`src/rtl/pc_sequencer.sv`:
```
// pc_sequencer: program-counter owner for the single-cycle RISC-V core.
// Holds the PC and selects the next PC from trap, JALR, JAL, branch and
// sequential sources. Advancement is gated by a post-reset boot delay, a stall
// and the fetch-ready handshake. Also counts PC advances.
// Optional feature macro: PC_MISALIGN_TRAP_EN (a misaligned redirect target
// loads TRAP_VEC instead of the target).
module pc_sequencer #(
  parameter logic [31:0] RESET_PC   = 32'h0000_0000,
  parameter logic [31:0] TRAP_VEC   = 32'h0000_0100,
  parameter int unsigned BOOT_DELAY = 1
) (
  input  logic        clk,
  input  logic        rst_n,
  input  logic        stall_i,
  input  logic        fetch_ready_i,
  input  logic        br_taken_i,
  input  logic        jal_i,
  input  logic        jalr_i,
  input  logic        trap_i,
  input  logic [31:0] imm_i,
  input  logic [31:0] rs1_i,
  output logic [31:0] pc_o,
  output logic [31:0] pc4_o,
  output logic        fetch_req_o,
  output logic        misalign_o,
  output logic [31:0] adv_cnt_o
);

  localparam int unsigned XLEN  = 32;
  localparam int unsigned CNT_W = 4;
  localparam logic [CNT_W-1:0] BOOT_LAST = CNT_W'(BOOT_DELAY - 1);

  typedef enum logic {
    BOOT = 1'b0,
    RUN  = 1'b1
  } state_t;

  state_t           state, state_d;
  logic [CNT_W-1:0] boot_cnt, boot_cnt_d;
  logic [XLEN-1:0]  pc_d;
  logic [XLEN-1:0]  adv_cnt_d;
  logic             fetch_req_d;
  logic [XLEN-1:0]  target;
  logic             redirect;
  logic             advance;
  logic             target_misaligned;

  // Next-PC candidate selection by fixed priority.
  always_comb begin
    target   = pc_o + XLEN'(4);
    redirect = 1'b0;
    if (trap_i) begin
      target = TRAP_VEC;
    end else if (jalr_i) begin
      target   = (rs1_i + imm_i) & ~XLEN'(1);
      redirect = 1'b1;
    end else if (jal_i || br_taken_i) begin
      target   = pc_o + imm_i;
      redirect = 1'b1;
    end
  end

  assign target_misaligned = redirect && (target[1:0] != 2'b00);
  assign misalign_o        = (state == RUN) && target_misaligned;
  assign pc4_o             = pc_o + XLEN'(4);
  assign advance           = trap_i || (!stall_i && fetch_ready_i);

  // Next-state and registered-output values.
  always_comb begin
    state_d     = state;
    boot_cnt_d  = boot_cnt;
    pc_d        = pc_o;
    fetch_req_d = fetch_req_o;
    adv_cnt_d   = adv_cnt_o;
    case (state)
      BOOT: begin
        pc_d        = RESET_PC;
        fetch_req_d = 1'b0;
        boot_cnt_d  = boot_cnt + CNT_W'(1);
        if (boot_cnt == BOOT_LAST) begin
          state_d     = RUN;
          fetch_req_d = 1'b1;
        end
      end
      RUN: begin
        fetch_req_d = 1'b1;
        if (advance) begin
          adv_cnt_d = adv_cnt_o + XLEN'(1);
`ifdef PC_MISALIGN_TRAP_EN
          pc_d = target_misaligned ? TRAP_VEC : target;
`else
          pc_d = target;
`endif
        end
      end
      default: begin
        state_d     = BOOT;
        fetch_req_d = 1'b0;
      end
    endcase
  end

  // State, PC, fetch request and advance counter registers.
  always_ff @(posedge clk or negedge rst_n) begin
    if (!rst_n) begin
      state       <= BOOT;
      boot_cnt    <= '0;
      pc_o        <= RESET_PC;
      fetch_req_o <= 1'b0;
      adv_cnt_o   <= '0;
    end else begin
      state       <= state_d;
      boot_cnt    <= boot_cnt_d;
      pc_o        <= pc_d;
      fetch_req_o <= fetch_req_d;
      adv_cnt_o   <= adv_cnt_d;
    end
  end

endmodule

```
`config.mk`:
```
export PLATFORM = sky130hd
export DESIGN_NAME = pc_sequencer
export DESIGN_NICKNAME = d
export VERILOG_FILES = /design/src/rtl/pc_sequencer.sv
export SDC_FILE = /design/constraint.sdc
export NUM_CORES = 1
export LEC_CHECK = 0
export CORE_MARGIN = 2
export CORE_UTILIZATION = 45
export DETAILED_ROUTE_END_ITERATION = 8
export DONT_BUFFER_PORTS = 1
export GPL_TIMING_DRIVEN = 0
export PLACE_DENSITY = 0.65
export SYNTH_ARGS = -nofsm -noshare
export SYNTH_HDL_FRONTEND = slang
export SYNTH_SLANG_ARGS = --single-unit
```
`constraint.sdc`:
```
create_clock -name clk -period 2.5 [get_ports clk]
set_input_delay 0.25 -clock clk [delete_from_list [all_inputs] [get_ports clk]]
set_output_delay 0.25 -clock clk [all_outputs]
set_load 0.1 [all_outputs]
```
---- Yosys cells after proc, flatten, opt, wreduce, memory -nomap -nowiden ----
Cells that the tools add are included.
storage, ports and cells
  register bits ........................... 70
  bits of input ports ..................... 72
  output and inout port bits .............. 98
  logic and storage cells ................. 32
cells by class
  $add $sub $neg .......................... 5
  equality and inequality tests ........... 1
  multiplexer cells ....................... 11
  bitwise operators ....................... 1
  reductions and logical operators ........ 9
operators with widths
  operator                                                          count
  32-bit 2-to-1 mux                                                 4
  32-bit adder                                                      2
  32-bit one-hot mux with 2 select lines                            1
  32-bit by 1-bit adder with 32-bit output (second input constant)  1
  32-bit by 3-bit adder with 32-bit output (second input constant)  1
  1-bit 2-to-1 mux                                                  5
  4-bit by 1-bit adder with 4-bit output (second input constant)    1
  4-bit zero test                                                   1
  1-bit logical AND                                                 3
  1-bit logical OR                                                  2
  2-bit by 1-bit != test with 1-bit output (second input constant)  1
  1-bit one-hot mux with 2 select lines                             1
  2-bit AND reduction                                               1
  2-bit nonzero test                                                1
  1-bit zero test                                                   1
  1-bit inverter                                                    1

---- Longest topological paths before layout ----
Gate-level depths: netlist (run 1).
  depth after elaboration ................. 7
  gate-level depth with buffers ........... 11
  gate-level depth less buffers ........... 11

---- Worst setup path after synthesis (run 1) ----
No wires, ideal clock.
  kind .................................... register to output
  start ................................... register pc_o[0]
  end ..................................... output port misalign_o
  arrival ................................. 4394 ps
  required time ........................... 2250 ps
  slack ................................... -2144 ps
  stages on the path, launching flop included .. 9
  buffers on the path ..................... 0
  path through ............................ dfrtp_1 > ha_1 > inv_1 > fa_1 > a21oi_1 > nor2_1 > a21oi_1 > a21oi_1 > a211oi_1
between the ends
  longest elaborated chain between the ends .. 7
  elaborated cells between the ends (all ways) .. 8
  classes of those cells .................. add/sub: 2; mux: 3; reduce/logical: 3
RTL lines
  what                                                                      line    source
  start, declared                                                           22      output logic [31:0] pc_o,
  start signal, assigned                                                    114     pc_o <= pc_d;
  32-bit by 3-bit adder with 32-bit output or 32-bit adder (tied branches)  50, 58
  32-bit 2-to-1 mux *                                                       57      end else if (jal_i || br_taken_i) begin
  32-bit 2-to-1 mux *                                                       54      end else if (jalr_i) begin
  32-bit 2-to-1 mux *                                                       52      if (trap_i) begin
  2-bit nonzero test *                                                      63      assign target_misaligned = redirect && (target[1:0] != 2'b00);
  1-bit logical AND *                                                       63
  1-bit logical AND *                                                       64      assign misalign_o = (state == RUN) && target_misaligned;
  end, declared                                                             25      output logic misalign_o,
Mark *: on every way between the ends. The rest lies on a longest branch, timed or not.

---- Worst setup path in the final report (run 1) ----
Same ends and word-level chain as after synthesis.

==> results of run 1 <==
Yosys cell counts, drive strengths merged, types with 4 or more instances:
cell type	number
xor2	38
buf	14
nand2b	13
nor2b	5
o21ai	63
or3	8
a22o	8
o21a	10
inv	24
nor2	62
a211o	4
clkbuf	21
a21o	30
mux2i	7
nand3	43
a211oi	20
o2111ai	5
ha	65
a32o	6
nand2	84
xnor2	64
a31oi	13
mux2	4
o211ai	9
nor3	28
dfrtp	69
a2111oi	5
a21oi	80
o21bai	4
or2	4
and2	12
nor4	5
nand4	17
and3	25
o31ai	5
per-stage QoR:
step / util / hold WS, ns / power (mW)
floorplan: - / -0.0456 / 5.21
global placement: 0.525 / -0.0430 / 5.70
detailed placement: 0.527 / -0.0430 / 5.75
CTS: 0.589 / 0.0470 / 7.31
global route: 0.616 / 0.0685 / 7.89
finish: 0.616 / 0.0609 / 7.59
critical path, delay by kind of cell, from the launching register on:
kind	cells	cell delay, ns
buffers and inverters	1	0.05
and+or+nand+nor	1	0.07
AOI/OAI and AO/OA	4	1.30
adders and majority gates	2	0.66
DFF	1	0.64
cell usage in the layout, fill, tap and decap left out, types with 27 or more instances in the layout:
cell type	Yosys	routed
nor2_1	61	52
nand2_1	84	74
dfrtp_4	0	36
buf_4	4	29
ha_1	65	45
xnor2_1	64	46
a21o_1	29	29
a21oi_1	75	64
o21ai_1	15	27
nand3_1	42	30
cells by family (layout without fill, tap and decap cells):
family	count (synthesis)	in the layout	share of synthesized area
and+or+nand+nor	322	322	0.217
AOI/OAI and AO/OA	296	296	0.272
xor gates and xnor gates	102	102	0.119
DFF	69	69	0.230
adders and majority gates	67	67	0.113
buffers and inverters	59	126	0.0339
muxes	11	11	0.0153
metal layers:
layer	up-vias	track usage	part of all wire
met3	74	0.0670	0.080
met5	-	0	0
li1	3584	-	-
met1	3654	0.391	0.41
met4	0	0.122	0.044
met2	372	0.487	0.47
worst max path at each step:
stage                        start                   end  depth (start not counted)
2_1_floorplan  pc_o[2]$_DFFE_PN0P_   pc_o[4]$_DFFE_PN0P_                          5
3_3_place_gp   pc_o[3]$_DFFE_PN0P_  pc_o[19]$_DFFE_PN0P_                          7
3_5_place_dp   pc_o[3]$_DFFE_PN0P_  pc_o[19]$_DFFE_PN0P_                          7
4_1_cts        pc_o[0]$_DFFE_PN0P_            misalign_o                          8
5_1_grt        pc_o[0]$_DFFE_PN0P_            misalign_o                          8
6_report       pc_o[0]$_DFFE_PN0P_            misalign_o                          8
area by class of cell:
cell class	instances	area, um2	share of cell area
plain buffers	33	181	0.0179
clock buffers	9	225	0.0222
clock inverters	7	55.1	0.00542
inverters	24	90.1	0.00888
multi-input cells	798	6900	0.680
flip-flops and latches	69	1870	0.185
well taps	220	275	0.0271
repair buffers	53	548	0.0540
sequential cells by signal, summed over array words and instances, names as in the netlist:
name / flops
adv_cnt_o: 32
pc_o: 32
boot_cnt: 4
fetch_req_o: 1
repair_timing:
item,4_1_cts,5_1_grt
resized for setup,110,73
endpoints found under the hold margin,69,0
pin swaps,50,63
hold buffers,2,0
setup endpoints to repair,68,58
setup buffers,29,23
power groups by stage:
stage	registers, mW	logic [mW]	clock network (mW)
3_5_place_dp	2.79	2.96	0
2_1_floorplan	2.69	2.52	0
4_1_cts	2.83	3.18	1.31
3_3_place_gp	2.79	2.92	0
5_1_grt	2.87	3.68	1.34
6_report	2.84	3.46	1.29
==> impl_metrics.csv, run 1 <==
group,metric,value,unit
cts,path_clk_slew,0.06,ns
layout,stdcell_area,10100,um2
cts,cts_made_buffers,9,
placement,portBuffers,0,
logic_synthesis,yosysUniqueCellTypes,89,
layout,nNetsFinal,1127,
route,firstDrtPassIters,7,
power,switchingPower,4.31,mW
route,via_count,7684,
layout,fillers,1416,
cts,cts_sinks,69,
critical_path,endpoint_kind,"primary output",
power,p_comb_frac,0.456,
power,internal-power,3.27,mW
route,routed_via_density,6.33,
sta,slew_viol_final,0,
run_status,status,"complete, but fails checks",
logic_synthesis,synth_ff_type,"dfrtp_1",
route,antenna_left,0,
layout,drive_gt1_frac,0.305,
global_routing,grt_first_pass_wirelength,41.5,mm
route,dr.first_iter.drc_count,562,
global_routing,gr-total-overflow,0,
sta,slew_headroom,0.235,
global_routing,grt_max_degree,70,
sta,tightest_slew,1.15,ns
route,wirelength,27.5,mm
layout,instances_no_fill,1213,
logic_synthesis,synth_top_area_frac,0.230,
placement,dpl.hpwl,19.9,mm
layout,diodes,0,
die,die_w,133,um
placement,post-place-cells,1148,
run_status,violations,"negative setup slack",
critical_path,cp_data_required_time,2.25,ns
die,core_area,16500,um2
sta,clock_skew,0.0174,ns
logic_synthesis,ys_top_cells_by_area,"dfrtp_1 23%, ha_1 11%, xnor2_1 7.5%, a21oi_1 5.0%, xor2_1 4.4%",
critical_path,slowest_stage,"a211oi_4",
power,leakagePower,4.14,nW
cts,cts_buffer_depth,2,
die,initial_core_util,0.457,
worst_hold_path,hold_path_class,"in2reg",
logic_synthesis,ys_seq_area_frac,0.230,
cts,cts-root-buf,"clkbuf_16",
critical_path,critPathMaxFanout,4,
logic_synthesis,synth_area,7520,um2
logic_synthesis,ys_async_sr_fraction,1.00,
worst_hold_path,min_path_cells,2,
placement,dpl_cell_area,8680,um2
die,row_count,47,
critical_path,start_kind,"flop",
worst_hold_path,min_from,"trap_i",
worst_hold_path,worstHoldEndpoint,"pc_o[8]$_DFFE_PN0P_",
die,die_area,17800,um2
sta,tns,-19.53,ns
cts,tritoncts,"done",
critical_path,crit_type,"reg2out",
global_routing,grt_pass1_vias,7271,
critical_path,crit_top_cell,"a21oi_2",
power,pwr-share-clk,0.170,
logic_synthesis,yosys.area.top_type,"dfrtp_1",
route,drc,0,
die,boundaryPins,170,
cts,cts-htree-levels,3,
critical_path,arrival,3.07,ns
sta,setup_ws,-0.815,ns
global_routing,antenna_found_initial,0,
logic_synthesis,syn-num-nets,1065,
placement,dp_worst_setup_slack,-0.865,ns
critical_path,timing.rr.end,"pc_o[26]$_DFFE_PN0P_",
layout,area_growth,35.0,%
critical_path,crit_chain,"ha_4 -> inv_2 -> fa_2 -> a21oi_2 -> nor2_1 -> a21oi_2 -> a21oi_2 -> a211oi_4",
logic_synthesis,ys_seq_elements,69,
critical_path,r2r_cells,11,
sta,rsz0062_at_grt,"true",
logic_synthesis,synthCells,926,
sta,post-route-period-util,1.33,
logic_synthesis,syn_avg_cell_area,8.12,um2
sta,max_freq,302,MHz
sta,setup_viol,52,
logic_synthesis,synth_edf_count,0,
logic_synthesis,ys.warnings.count,0,
global_routing,gr-usage-all-layers,0.301,
sta,period_needed,3.32,ns
critical_path,regToRegStartpoint,"pc_o[12]$_DFFE_PN0P_",
power,seqPwrFrac,0.374,
die,die_y,133,um
power,p_per_area,747,nW/um2
sta,finalHoldViolCount,0,
flow_run,max-cap-violations,0,
power,p_sw_frac,0.568,
critical_path,cpPeakStageDelay,0.90,ns
cts,insertion_delay,0.36,ns
placement,routabilityCongestion,0.907,
critical_path,ff2ff_setup_slack,-0.53,ns
route,post_drt_wl_per_cell,22.7,um
power,ir_drop,953,uV
Power figures use the tool's default switching activity.
==> run 2: changes to the inputs <==
- CTS_CLUSTER_SIZE: not set -> 14
- DONT_BUFFER_PORTS: 1 -> not set
- PLACE_DENSITY: 0.65 -> 0.79
==> impl_metrics.csv, run 2 (synthesis results as in run 1) <==
group,metric,value,unit
run_status,status,"complete, but fails checks",
run_status,violations,"negative setup slack",
route,post_drt_wl_per_cell,21.9,um
sta,post-route-period-util,1.12,
placement,dpl.hpwl,20.8,mm
route,routed_via_density,6.36,
critical_path,endpoint_kind,"flop",
sta,rsz0062_at_grt,"true",
flow_run,max-cap-violations,0,
power,total_power,8.53,mW
layout,instances_no_fill,1387,
cts,cts-htree-levels,3,
route,dr.first_iter.drc_count,805,
cts,path_clk_slew,0.06,ns
critical_path,crit_type,"reg2reg",
die,die_w,133,um
critical_path,cp_data_required_time,2.75,ns
layout,final_cell_mix,"121 x clkdlybuf4s50_1, 77 x nand2_1, 61 x a21oi_1, 58 x buf_4, 55 x nor2_1",
sta,tns,-3.21,ns
sta,clock_skew,0.00486,ns
power,p_per_area,700,nW/um2
die,initial_core_util,0.457,
critical_path,regToRegStartpoint,"pc_o[0]$_DFFE_PN0P_",
sta,setup_ws,-0.300,ns
global_routing,grt_first_pass_wirelength,45.3,mm
worst_hold_path,hold_path_class,"in2async",
route,drc,0,
placement,portBuffers,169,
sta,setup_viol,31,
cts,tritoncts,"done",
sta,hold_ws,0.354,ns
die,die_y,133,um
route,via_count,8817,
die,row_count,47,
cts,cts-root-buf,"clkbuf_16",
critical_path,critPathMaxFanout,3,
critical_path,timing.rr.end,"pc_o[22]$_DFFE_PN0P_",
route,wirelength,30.3,mm
layout,final_common_cell,"clkdlybuf4s50_1",
route,firstDrtPassIters,6,
layout,diodes,0,
power,leakagePower,4.95,nW
cts,cts_made_buffers,9,
sta,max_freq,357,MHz
layout,fillers,1123,
layout,drive_gt1_frac,0.303,
sta,slew_viol_final,0,
sta,finalHoldViolCount,0,
layout,reg_top3,"adv_cnt_o (32), pc_o (32), boot_cnt (4)",
layout,stdcell_area,12200,um2
die,boundaryPins,170,
placement,routabilityCongestion,0.936,
critical_path,ff2ff_setup_slack,-0.30,ns
placement,post-place-cells,1316,
layout,multi_input_area,7150,um2
layout,nNetsFinal,1301,
critical_path,r2r_cells,12,
global_routing,antenna_found_initial,0,
critical_path,start_kind,"flop",
global_routing,grt_max_degree,49,
layout,area_growth,61.9,%
die,die_area,17800,um2
die,core_area,16500,um2
global_routing,gr-total-overflow,0,
critical_path,arrival,3.05,ns
cts,cts_sinks,69,
sta,period_needed,2.80,ns
route,antenna_left,0,
placement,dpl_cell_area,10400,um2
global_routing,gr-usage-all-layers,0.324,
layout,final-seq-area,1830,um2
cts,cts_buffer_depth,2,
cts,insertion_delay,0.36,ns
power,ir_drop,787,uV
global_routing,grt_pass1_vias,8348,
sta,tightest_slew,1.00,ns
sta,slew_headroom,0.329,
run 2: changes by cell type in the layout (fill, tap and decap cells not counted), moves of 6 or more:
cell             previous run  this run
dlygate4sd2_1               0        14
ha_1                       45        29
dfrtp_2                    10        18
o21ai_0                    25        31
buf_6                      22        11
dfrtp_1                    23        29
buf_12                      3        19
dfrtp_4                    36        22
o21ai_2                    10         4
buf_4                      29        58
clkdlybuf4s50_1             0       121
ha_4                       15        32
run 2: layout make-up:
cell class,count,share of cell area
tap,220,0.0226
clock buffer,11,0.0199
buffer,29,0.0137
timing repair buffer,231,0.194
clock inverter,5,0.00493
multi-input combinational,798,0.587
inverter,24,0.00740
sequential,69,0.150
run 2: critical path, stage by stage, from the launching register on:
cell and delay [ns]:
dfrtp_4 0.48, ha_4 0.17, inv_2 0.05, fa_1 0.18
and2b_4 0.21, o2111ai_4 0.21, nand3_2 0.15, a221oi_4 0.33
buf_6 0.16, a21boi_1 0.09, nor3_1 0.24, o21ai_1 0.12
a32o_1 0.28
run 2: per-layer routing:
layer	wire length [um]	up-vias	track usage
met5	0	-	0
met4	1510	0	0.165
met3	2990	122	0.0738
met2	14400	574	0.536
met1	11400	4204	0.397
li1	-	3917	-
run 2: how the worst max path moves through the flow:
stage,slack [ns],cells after the start,startpoint,to
floorplan,-0.32,5,pc_o[2]$_DFFE_PN0P_,pc_o[4]$_DFFE_PN0P_
global placement,-1.86,1,rst_n,pc_o[15]$_DFFE_PN0P_
detailed placement,-1.32,11,imm_i[1],pc_o[28]$_DFFE_PN0P_
CTS,-0.23,9,pc_o[0]$_DFFE_PN0P_,misalign_o
global route,-0.32,12,pc_o[0]$_DFFE_PN0P_,pc_o[22]$_DFFE_PN0P_
finish,-0.30,12,pc_o[0]$_DFFE_PN0P_,pc_o[22]$_DFFE_PN0P_
run 2: timing repair:
| item | CTS | global route |
|---|---|---|
| buffers inserted | 30 | 31 |
| gates resized for setup | 308 | 93 |
| hold buffers | 1 | 0 |
| endpoints found under the setup margin | 54 | 44 |
| pin swaps | 27 | 48 |
| endpoints found under the hold margin | 21 | 0 |
run 2: stage by stage:
| step | utilization | worst slack [ns] |
|---|---|---|
| floorplan | - | -0.325 |
| global placement | 0.627 | -1.86 |
| detailed placement | 0.629 | -1.32 |
| CTS | 0.703 | -0.226 |
| global route | 0.739 | -0.321 |
| finish | 0.739 | -0.300 |
run 2: report_power, final:
part           internal [mW]  total [mW]  leakage [nW]  switching, mW
clock                  0.801        1.35         0.146          0.544
combinational           1.94        5.53          3.95           3.59
sequential              1.32        1.65         0.852          0.331
total                   4.06        8.53          4.95           4.47
